<file path="config.mk">
export PLATFORM = sky130hd
export DESIGN_NAME = encode_using_key
export DESIGN_NICKNAME = d
export VERILOG_FILES = /design/src/rtl/rc4_pkg.sv /design/src/rtl/s_memory.sv /design/src/rtl/encode_using_key.sv
export SDC_FILE = /design/constraint.sdc
export NUM_CORES = 2
export LEC_CHECK = 0
export CORE_MARGIN = 1.5
export CORE_UTILIZATION = 40
export DETAILED_ROUTE_END_ITERATION = 8
export HOLD_SLACK_MARGIN = 0.05
export SETUP_SLACK_MARGIN = 0.2
export SYNTH_ARGS = -nofsm -noshare
export SYNTH_HDL_FRONTEND = slang
export SYNTH_HIERARCHICAL = 1
export SYNTH_SLANG_ARGS = --single-unit
</file>
<file path="constraint.sdc">
create_clock -name clk -period 8.8 [get_ports clk]
set_input_delay 1.76 -clock clk [delete_from_list [all_inputs] [get_ports clk]]
set_output_delay 1.76 -clock clk [all_outputs]
set_load 0.01 [all_outputs]
</file>
<file path="src/rtl/rc4_pkg.sv">
// Shared RC4 definitions for encode_using_key and decode_using_key:
// FSM state type, S-box geometry and key-byte selection.
package rc4_pkg;

  localparam int S_DEPTH   = 256;
  localparam int KEY_BYTES = 3;

  typedef enum logic [3:0] {
    ST_IDLE,
    ST_INIT,
    ST_K_RI,
    ST_K_CJ,
    ST_K_RJ,
    ST_K_WI,
    ST_K_WJ,
    ST_P_I,
    ST_P_CJ,
    ST_P_RJ,
    ST_P_WI,
    ST_P_WJ,
    ST_P_RF,
    ST_P_XW,
    ST_DONE
  } rc4_state_e;

  // Key bytes are stored big-endian: k0 in the top byte.
  function automatic logic [7:0] key_byte(input logic [23:0] key, input logic [7:0] idx);
    logic [7:0] sel;
    sel = idx % 8'(KEY_BYTES);
    case (sel)
      8'd0:    key_byte = key[23:16];
      8'd1:    key_byte = key[15:8];
      default: key_byte = key[7:0];
    endcase
  endfunction

endpackage

</file>
<file path="src/rtl/s_memory.sv">
// 256x8 single-port synchronous RAM holding the RC4 S-box; registered read.
module s_memory (
  input  logic       clk,
  input  logic [7:0] address,
  input  logic [7:0] data,
  input  logic       wren,
  output logic [7:0] q
);

  logic [7:0] mem [256];

  // NOTE: the array has no reset; INIT rewrites every entry before use,
  // and leaving it unreset lets synthesis map it onto block RAM.
  always_ff @(posedge clk) begin
    if (wren) begin
      mem[address] <= data;
    end
    q <= mem[address];
  end

endmodule

</file>
<file path="src/rtl/encode_using_key.sv">
// RC4 encoder: S-box init, KSA with a 24-bit key, then PRGA XOR over an
// MSG_LEN-byte message read from and written to external synchronous RAMs.
module encode_using_key
  import rc4_pkg::*;
#(
  parameter int MSG_LEN = 32,
  parameter int ADDR_W  = 5
) (
  input  logic              clk,
  input  logic              reset_n,
  input  logic              start,
  input  logic [23:0]       secret_key,
  output logic [ADDR_W-1:0] pt_addr,
  input  logic [7:0]        pt_rdata,
  output logic [ADDR_W-1:0] ct_addr,
  output logic [7:0]        ct_wdata,
  output logic              ct_wren,
  output logic              busy,
  output logic              done
);

  localparam logic [ADDR_W-1:0] LAST_K = ADDR_W'(MSG_LEN - 1);

  rc4_state_e        state;
  logic [7:0]        i;
  logic [7:0]        j;
  logic [ADDR_W-1:0] k;
  logic [7:0]        si;
  logic [7:0]        sj;
  logic [23:0]       key_q;

  logic [7:0] mem_addr;
  logic [7:0] mem_data;
  logic       mem_wren;
  logic [7:0] q;
  logic [7:0] j_sum;

  s_memory u_s_memory (
    .clk     (clk),
    .address (mem_addr),
    .data    (mem_data),
    .wren    (mem_wren),
    .q       (q)
  );

  // New j is needed as an address in the same cycle S[i] arrives on q.
  always_comb begin
    j_sum = j + q;
    if (state == ST_K_CJ) begin
      j_sum = j + q + key_byte(key_q, i);
    end
  end

  // NOTE: every output of this block gets a default first, so no path can
  // leave one unassigned and infer a latch.
  always_comb begin
    mem_addr = i;
    mem_data = sj;
    mem_wren = 1'b0;
    case (state)
      ST_INIT: begin
        mem_data = i;
        mem_wren = 1'b1;
      end
      ST_K_CJ, ST_P_CJ: mem_addr = j_sum;
      ST_K_WI, ST_P_WI: begin
        mem_addr = i;
        mem_data = sj;
        mem_wren = 1'b1;
      end
      ST_K_WJ, ST_P_WJ: begin
        mem_addr = j;
        mem_data = si;
        mem_wren = 1'b1;
      end
      ST_P_I:  mem_addr = i + 8'd1;
      ST_P_RF: mem_addr = si + sj;
      default: ;
    endcase
  end

  // NOTE: state registers use non-blocking assignments so every flop
  // samples the pre-edge values regardless of statement order.
  always_ff @(posedge clk) begin
    if (!reset_n) begin
      state <= ST_IDLE;
      i     <= '0;
      j     <= '0;
      k     <= '0;
      si    <= '0;
      sj    <= '0;
      key_q <= '0;
    end else begin
      case (state)
        ST_IDLE: begin
          if (start) begin
            key_q <= secret_key;
            i     <= '0;
            j     <= '0;
            k     <= '0;
            state <= ST_INIT;
          end
        end
        ST_INIT: begin
          i <= i + 8'd1;
          if (i == 8'd255) begin
            state <= ST_K_RI;
          end
        end
        ST_K_RI: state <= ST_K_CJ;
        ST_K_CJ: begin
          si    <= q;
          j     <= j_sum;
          state <= ST_K_RJ;
        end
        ST_K_RJ: begin
          sj    <= q;
          state <= ST_K_WI;
        end
        ST_K_WI: state <= ST_K_WJ;
        ST_K_WJ: begin
          if (i == 8'd255) begin
            i     <= '0;
            j     <= '0;
            k     <= '0;
            state <= ST_P_I;
          end else begin
            i     <= i + 8'd1;
            state <= ST_K_RI;
          end
        end
        ST_P_I: begin
          i     <= i + 8'd1;
          state <= ST_P_CJ;
        end
        ST_P_CJ: begin
          si    <= q;
          j     <= j_sum;
          state <= ST_P_RJ;
        end
        ST_P_RJ: begin
          sj    <= q;
          state <= ST_P_WI;
        end
        ST_P_WI: state <= ST_P_WJ;
        ST_P_WJ: state <= ST_P_RF;
        ST_P_RF: state <= ST_P_XW;
        ST_P_XW: begin
          if (k == LAST_K) begin
            state <= ST_DONE;
          end else begin
            k     <= k + 1'b1;
            state <= ST_P_I;
          end
        end
        ST_DONE: begin
          if (!start) begin
            state <= ST_IDLE;
          end
        end
        default: state <= ST_IDLE;
      endcase
    end
  end

  // pt_addr is k for the whole byte, so pt_rdata is valid by P_XW.
  assign pt_addr  = k;
  assign ct_wren  = (state == ST_P_XW);
  assign ct_addr  = ct_wren ? k : '0;
  assign ct_wdata = ct_wren ? (q ^ pt_rdata) : 8'h00;
  assign busy     = (state != ST_IDLE) && (state != ST_DONE);
  assign done     = (state == ST_DONE);

endmodule

</file>
* Yosys cells after proc, flatten, opt, wreduce, memory -nomap -nowiden
Memories as Yosys holds them, arrays and structs flattened. A register that Yosys moved wholly into a read port is not among the register bits.
Cells that the tools add are included.
** Storage, ports and cells
- Register bits after elaboration :: 65
- Memory bits (writable) :: 2048
- Input bits :: 35
- Output and inout port bits :: 21
- Word-level logic and storage cells :: 80
- Memories :: 1
** Operators by class
- $add $sub $neg :: 5
- Divide/modulo/power cells :: 1
- Equal/unequal tests :: 23
- Muxes and demuxes :: 25
- Bitwise logic cells :: 1
- Reduce and logical (&&, ||, !) cells :: 17
** Memories
- u_s_memory.mem :: words 256, width 8, read ports 1, clocked after memory_dff 1, write ports 1, line s_memory.sv:10 : logic [7:0] mem [256];
** Operator list (number)
- case mux 4 bit (15 select lines) :: 1
- two-way mux 8 bit :: 6
- case mux 8 bit (3 select lines) :: 2
- case mux 8 bit (2 select lines) :: 2
- case mux 8 bit (4 select lines) :: 1
- == test 4 bit (second input constant) :: 7
- adder 8 bit :: 3
- two-way mux 5 bit :: 4
- == test 4 x 3 -> 1 bit (second input constant) :: 4
- two-way mux 4 bit :: 4
- case mux 5 bit (3 select lines) :: 1
- inequality test 2 bit (second input constant) :: 5
- nonzero test 3 bit :: 3
- adder 8 x 1 -> 8 bit (second input constant) :: 1
- == test 4 x 2 -> 1 bit (second input constant) :: 2
- == test 8 x 1 -> 1 bit (second input constant) :: 1
- == test 8 bit (second input constant) :: 1
- zero test 8 bit :: 1
- modulo 8 x 2 -> 8 bit (second input constant) :: 1
- OR reduction 2 bit :: 4
- XOR 8 bit :: 1
- AND reduction 3 bit :: 2
- adder 5 x 1 -> 5 bit (second input constant) :: 1
- == test 5 bit (second input constant) :: 1
- other kinds (10) :: 13

* Depth between registers and ports, before layout
- Word-level depth :: 7
- Mapped depth :: 34
- Depth with buffers taken out :: 27

* By module
Netlist, hierarchy kept.
** Modules (own cells, without submodules)
- s_memory :: times used 1, cells an instance 3547, area each 78492.8 um^2
- encode_using_key :: times used 1, cells an instance 649, area each 5093.6 um^2

* Least setup slack after synthesis
No wires, ideal clock.
- Path type :: register to register
- From :: reg i[4]
- To :: mem u_s_memory.mem[112][0], enable pin
- Library setup time :: 0.370 ns
- Arrival :: 6.519 ns
- Data required time :: 8.430 ns
- Path slack :: 1.910 ns
- Cell stages (with the launch flop) :: 33
- Buffers on the path :: 8
- Clock period less this slack :: 6.890 ns
- Cells stage by stage :: dfxtp_1 > buf_6 > buf_6 > xor2_1 > o21a_1 > o32a_1 > nand2_1 > ha_1 > or4_4 > and2_1 > ha_1 > a211o_1 > nor2_4 > a2111oi_4 > or2_1 > buf_4 > buf_8 > nor2_2 > a21oi_2 > ha_1 > fa_1 > xor2_1 > a22oi_1 > o21ai_0 > a221oi_1 > a21oi_1 > buf_2 > nor2_1 > clkbuf_1 > clkbuf_1 > nand3_1 > clkbuf_1 > nor2_1
** Between the ends
- Longest elaborated chain between the ends :: 7
- Elaborated cells on any way between the ends :: 9
- Classes of those cells :: 2 x add/sub; 1 x div; 1 x eq/ne; 4 x mux; 1 x reduce/logical
** Ends and longest elaborated chain
- start, declared :: line encode_using_key.sv:25 : logic [7:0] i;
- start signal, assigned :: line encode_using_key.sv:105 : i <= i + 8'd1;
- start signal, assigned :: line encode_using_key.sv:128 : i <= i + 8'd1;
- start signal, assigned :: line encode_using_key.sv:133 : i <= i + 8'd1;
- modulo 8 x 2 -> 8 bit (*) :: line rc4_pkg.sv:29 : sel = idx % 8'(KEY_BYTES);
- == test 8 x 1 -> 1 bit / zero test 8 bit (equally long branches) :: line rc4_pkg.sv:30 : case (sel)
- case mux 8 bit (2 select lines) (*) :: line rc4_pkg.sv:30
- two-way mux 8 bit (*) :: line encode_using_key.sv:49 : if (state == ST_K_CJ) begin
- adder 8 bit (*) :: line encode_using_key.sv:50 : j_sum = j + q + key_byte(key_q, i);
- two-way mux 8 bit (*) :: line encode_using_key.sv:49
- case mux 8 bit (4 select lines) (*) :: line encode_using_key.sv:60 : case (state)
- named net mem_addr[2] :: line encode_using_key.sv:32 : logic [7:0] mem_addr;
- end, declared :: line s_memory.sv:10
The timed path passes the listed nets; every way through them passes the cells marked *. The select of a mux whose other input is x is not followed.

* Worst setup path after layout
- From :: reg i[3]
- To :: reg u_s_memory.q[5] (read register of u_s_memory.mem)
** Between the ends
- Longest elaborated chain between the ends :: 7
- Elaborated cells on any way between the ends :: 9
- Classes of those cells :: 2 x add/sub; 1 x div; 1 x eq/ne; 4 x mux; 1 x reduce/logical
** Ends and longest elaborated chain
- modulo 8 x 2 -> 8 bit (*) :: line rc4_pkg.sv:29
- == test 8 x 1 -> 1 bit / zero test 8 bit (equally long branches) :: line rc4_pkg.sv:30
- case mux 8 bit (2 select lines) (*) :: line rc4_pkg.sv:30
- two-way mux 8 bit (*) :: line encode_using_key.sv:49
- adder 8 bit (*) :: line encode_using_key.sv:50
- two-way mux 8 bit (*) :: line encode_using_key.sv:49
- case mux 8 bit (4 select lines) (*) :: line encode_using_key.sv:60
- named net mem_addr[1] :: line encode_using_key.sv:32
- end, declared :: line s_memory.sv:7 : output logic [7:0] q
Marked as above.
A chain may end at the register's enable or synchronous reset.

==> flow_metrics.tcl <==
set metrics [dict create \
    path_class "reg -> reg" \
    r2r_slack_ns 0.53 \
    rows 167 \
    wire_per_inst_um 27.8 \
    synth_area_per_cell_um2 19.9 \
    grtUsageMet3 0.0346 \
    slowest_stage "o41ai_1" \
    p_per_area_nw_per_um2 215 \
    hold_path_class "reg -> reg" \
    post-route-util 0.466 \
    area_growth_pct 15.8 \
    vdd_drop_max_v 0.000217 \
    worstPathMaxFanout 40 \
    grt_use_met1 0.279 \
    htree_levels 4 \
    busiest_layer "met2" \
    io_buffers 55 \
    synth_seq_cells 2121 \
    required_ns 9.49 \
    clock_latency_ns 0.86 \
    synth_nets 4262 \
    hold_viol 0 \
    grt_max_degree 189 \
    synth-compound-area-share 0.0504 \
    fin_area_um2 96800 \
    die_x_um 460 \
    drive_above_1_share 0.270 \
    drt_iter0_drc 4844 \
    start_util 0.403 \
    min_period_ns 8.27 \
    synth_mux_area_frac 0.140 \
    cts_inserted_buffers 212 \
    crit_top_cell "ha_1" \
    dr.pass1.iters 5 \
    drc 0 \
    hpwl_um 131000 \
    finalSetupViolations 0 \
    period_share 0.940 \
    synth_fa_ha_area_frac 0.00491 \
    use_met2 0.319 \
    cts_tree "done" \
    synth_edf_count 2048 \
    place_area_um2 89900 \
    maxSlewHeadroom 0.196 \
    cp-start-kind "flip-flop" \
    timing.fmax_mhz 121 \
    synth_area_um2 83600 \
    synth_cells 4196 \
    wirelength_um 210000 \
    slew_viol_final 0 \
    outcome "complete, no violations" \
    die_area_um2 212000 \
    root_buffer "clkbuf_16" \
    power.leakage_nw 30.4 \
    ys_async_sr_fraction 0 \
    core_um2 207000 \
    ctsLongestPathBuffers 3 \
    synth_top_family_by_area "multiplexers" \
    cp.arrival_ns 8.97 \
    ant_nets 0 \
    slowest_delay_ns 0.77 \
    tns_ns 0 \
    maxCapViolations 0 \
    dieHeight_um 460 \
    nNetsFinal 4669 \
    cts-hold-fix-buffers 0 \
    worst_pin_slew_ns 1.21 \
    end_kind "flip-flop" \
    grt_overflow 0 \
    timing.hold.ws_ns 0.472 \
    cts.sinks 2121 \
    ys_seq_area_frac 0.753 \
    synth-xor-area-share 0.00431 \
    grt_pass1_wl_um 307000 \
    grt_pass1_vias 43500 \
    rsz0062_at_grt "true" \
    synth-simple-area-share 0.0306 \
    via_per_inst 5.69 \
    antenna_found_initial 2 \
    synth_flop_cell "edfxtp_1" \
    dpl.cell_count 7169 \
    final_cells 7568 \
    vias 43000 \
    yosysWarnings 6 \
    grtUsageTotal 0.199 \
    fin_skew_ns 0.0405 \
    gp_congestion 0.833 \
    cts.reportedPaths.clkPinSlew_ns 0.06 \
    yosys.cell_types.count 75 \
    pin_count 56 \
]
==> metrics by stage <==
| stage | setup slack [ns] | power (mW) |
|---|---|---|
| 2_1_floorplan | 1.91 | 12.0 |
| 3_3_place_gp | -0.146 | 12.3 |
| 5_1_grt | 0.0519 | 21.4 |
| 6_report | 0.526 | 20.8 |
| 3_5_place_dp | -0.0623 | 12.3 |
| 4_1_cts | 0.213 | 20.9 |
==> worst max-delay path: cells and delay by family (launching register included) <==
family	cells	cell delay (ns)
AO/OA/AOI/OAI	11	2.69
adder cells (fa/ha/maj)	4	1.23
buffers and inverters	3	0.89
flip-flops	1	0.68
multiplexers	1	0.38
AND/OR/NAND/NOR	9	2.19
==> cells in the mapped netlist, types with 4 or more instances <==
cell | n | area share
edfxtp_1 | 2048 | 0.74
mux4_2 | 512 | 0.14
a22oi_1 | 275 | 0.025
nor2_1 | 274 | 0.012
a21oi_1 | 172 | 0.010
clkbuf_1 | 169 | 0.0076
nand2_1 | 132 | 0.0059
dfxtp_1 | 73 | 0.017
nor3_1 | 42 | 0.0025
a21boi_0 | 41 | 0.0037
buf_2 | 38 | 0.0023
o21ai_0 | 35 | 0.0021
nor2b_1 | 32 | 0.0024
o41ai_1 | 32 | 0.0034
ha_1 | 28 | 0.0042
xnor2_1 | 26 | 0.0027
buf_1 | 22 | 0.00099
buf_4 | 21 | 0.0019
buf_6 | 20 | 0.0027
nand3_1 | 20 | 0.0012
mux2i_1 | 16 | 0.0019
a21o_1 | 14 | 0.0013
and2_1 | 14 | 0.0010
inv_1 | 14 | 0.00063
xor2_1 | 12 | 0.0013
nand2b_1 | 10 | 0.00075
nand4_1 | 8 | 0.00060
a221oi_1 | 7 | 0.00073
or2_2 | 6 | 0.00045
a21oi_2 | 4 | 0.00042
nor3b_1 | 4 | 0.00036
o211a_1 | 4 | 0.00048
o211ai_1 | 4 | 0.00036
o21a_1 | 4 | 0.00036
o21bai_1 | 4 | 0.00036
o22ai_1 | 4 | 0.00030
or3_1 | 4 | 0.00030
==> routing by layer <==
layer	routed length [um]	part of all wire
met3	15800	0.075
met5	11	0.000052
met2	102000	0.48
met1	87900	0.42
met4	5070	0.024
==> layout make-up <==
type,instances,area [um2]
repair buffers,464,4060
multi-input cells,1789,19500
fillers,17300,111000
diodes,1,2.50
clock inverters,132,1090
well taps,2788,3490
clock buffers,258,5560
flip-flops and latches,2121,63000
inverters,15,56.3
==> flip-flops by register name, indices dropped and copies added, names as in the netlist <==
register and flops:
i 8, j 8, key_q 24, pt_addr 5
si 8, sj 8, state 4, u_s_memory/mem 2048
u_s_memory/q 8
==> timing repair <==
item	4_1_cts	5_1_grt
pin swaps	1	1
hold endpoints to repair	0	0
endpoints found under the setup margin	6	271
buffers inserted	4	4
resized for setup	6	21
==> logic make-up (layout without fill, tap and decap cells) <==
logic type               Yosys count  after routing
adder cells (fa/ha/maj)           31             31
other                              0              1
AO/OA/AOI/OAI                    618            618
multiplexers                     530            530
AND/OR/NAND/NOR                  571            571
buffers and inverters            286            869
flip-flops                      2121           2121
XOR/XNOR                          39             39
==> cells in the final DEF, fill, tap and decap left out, drive strengths merged, types with 28 or more instances in the layout <==
cell type	count
a21boi	43
a21oi	176
a22oi	275
buf	409
clkbuf	258
clkdlybuf4s50	55
clkinv	110
dfxtp	73
edfxtp	2048
ha	28
mux4	512
nand2	132
nor2	278
nor2b	32
nor3	43
o21ai	37
o41ai	32
==> worst paths after layout <==
check / cells after the start / startpoint / endpoint
min reg2reg: 2 / key_q[17]$_SDFFE_PN0P_ / key_q[17]$_SDFFE_PN0P_
min: 2 / key_q[17]$_SDFFE_PN0P_ / key_q[17]$_SDFFE_PN0P_
max: 28 / i[3]$_SDFFE_PN0P_ / u_s_memory/q[5]$_DFF_P_
max reg2reg: 28 / i[3]$_SDFFE_PN0P_ / u_s_memory/q[5]$_DFF_P_
==> report_power, final <==
part / switching [mW] / internal (mW) / total, mW
clock network: 3.81 / 4.87 / 8.68
registers: 0.0416 / 11.0 / 11.0
logic: 0.555 / 0.527 / 1.08
(Power assumes the default switching activity.)
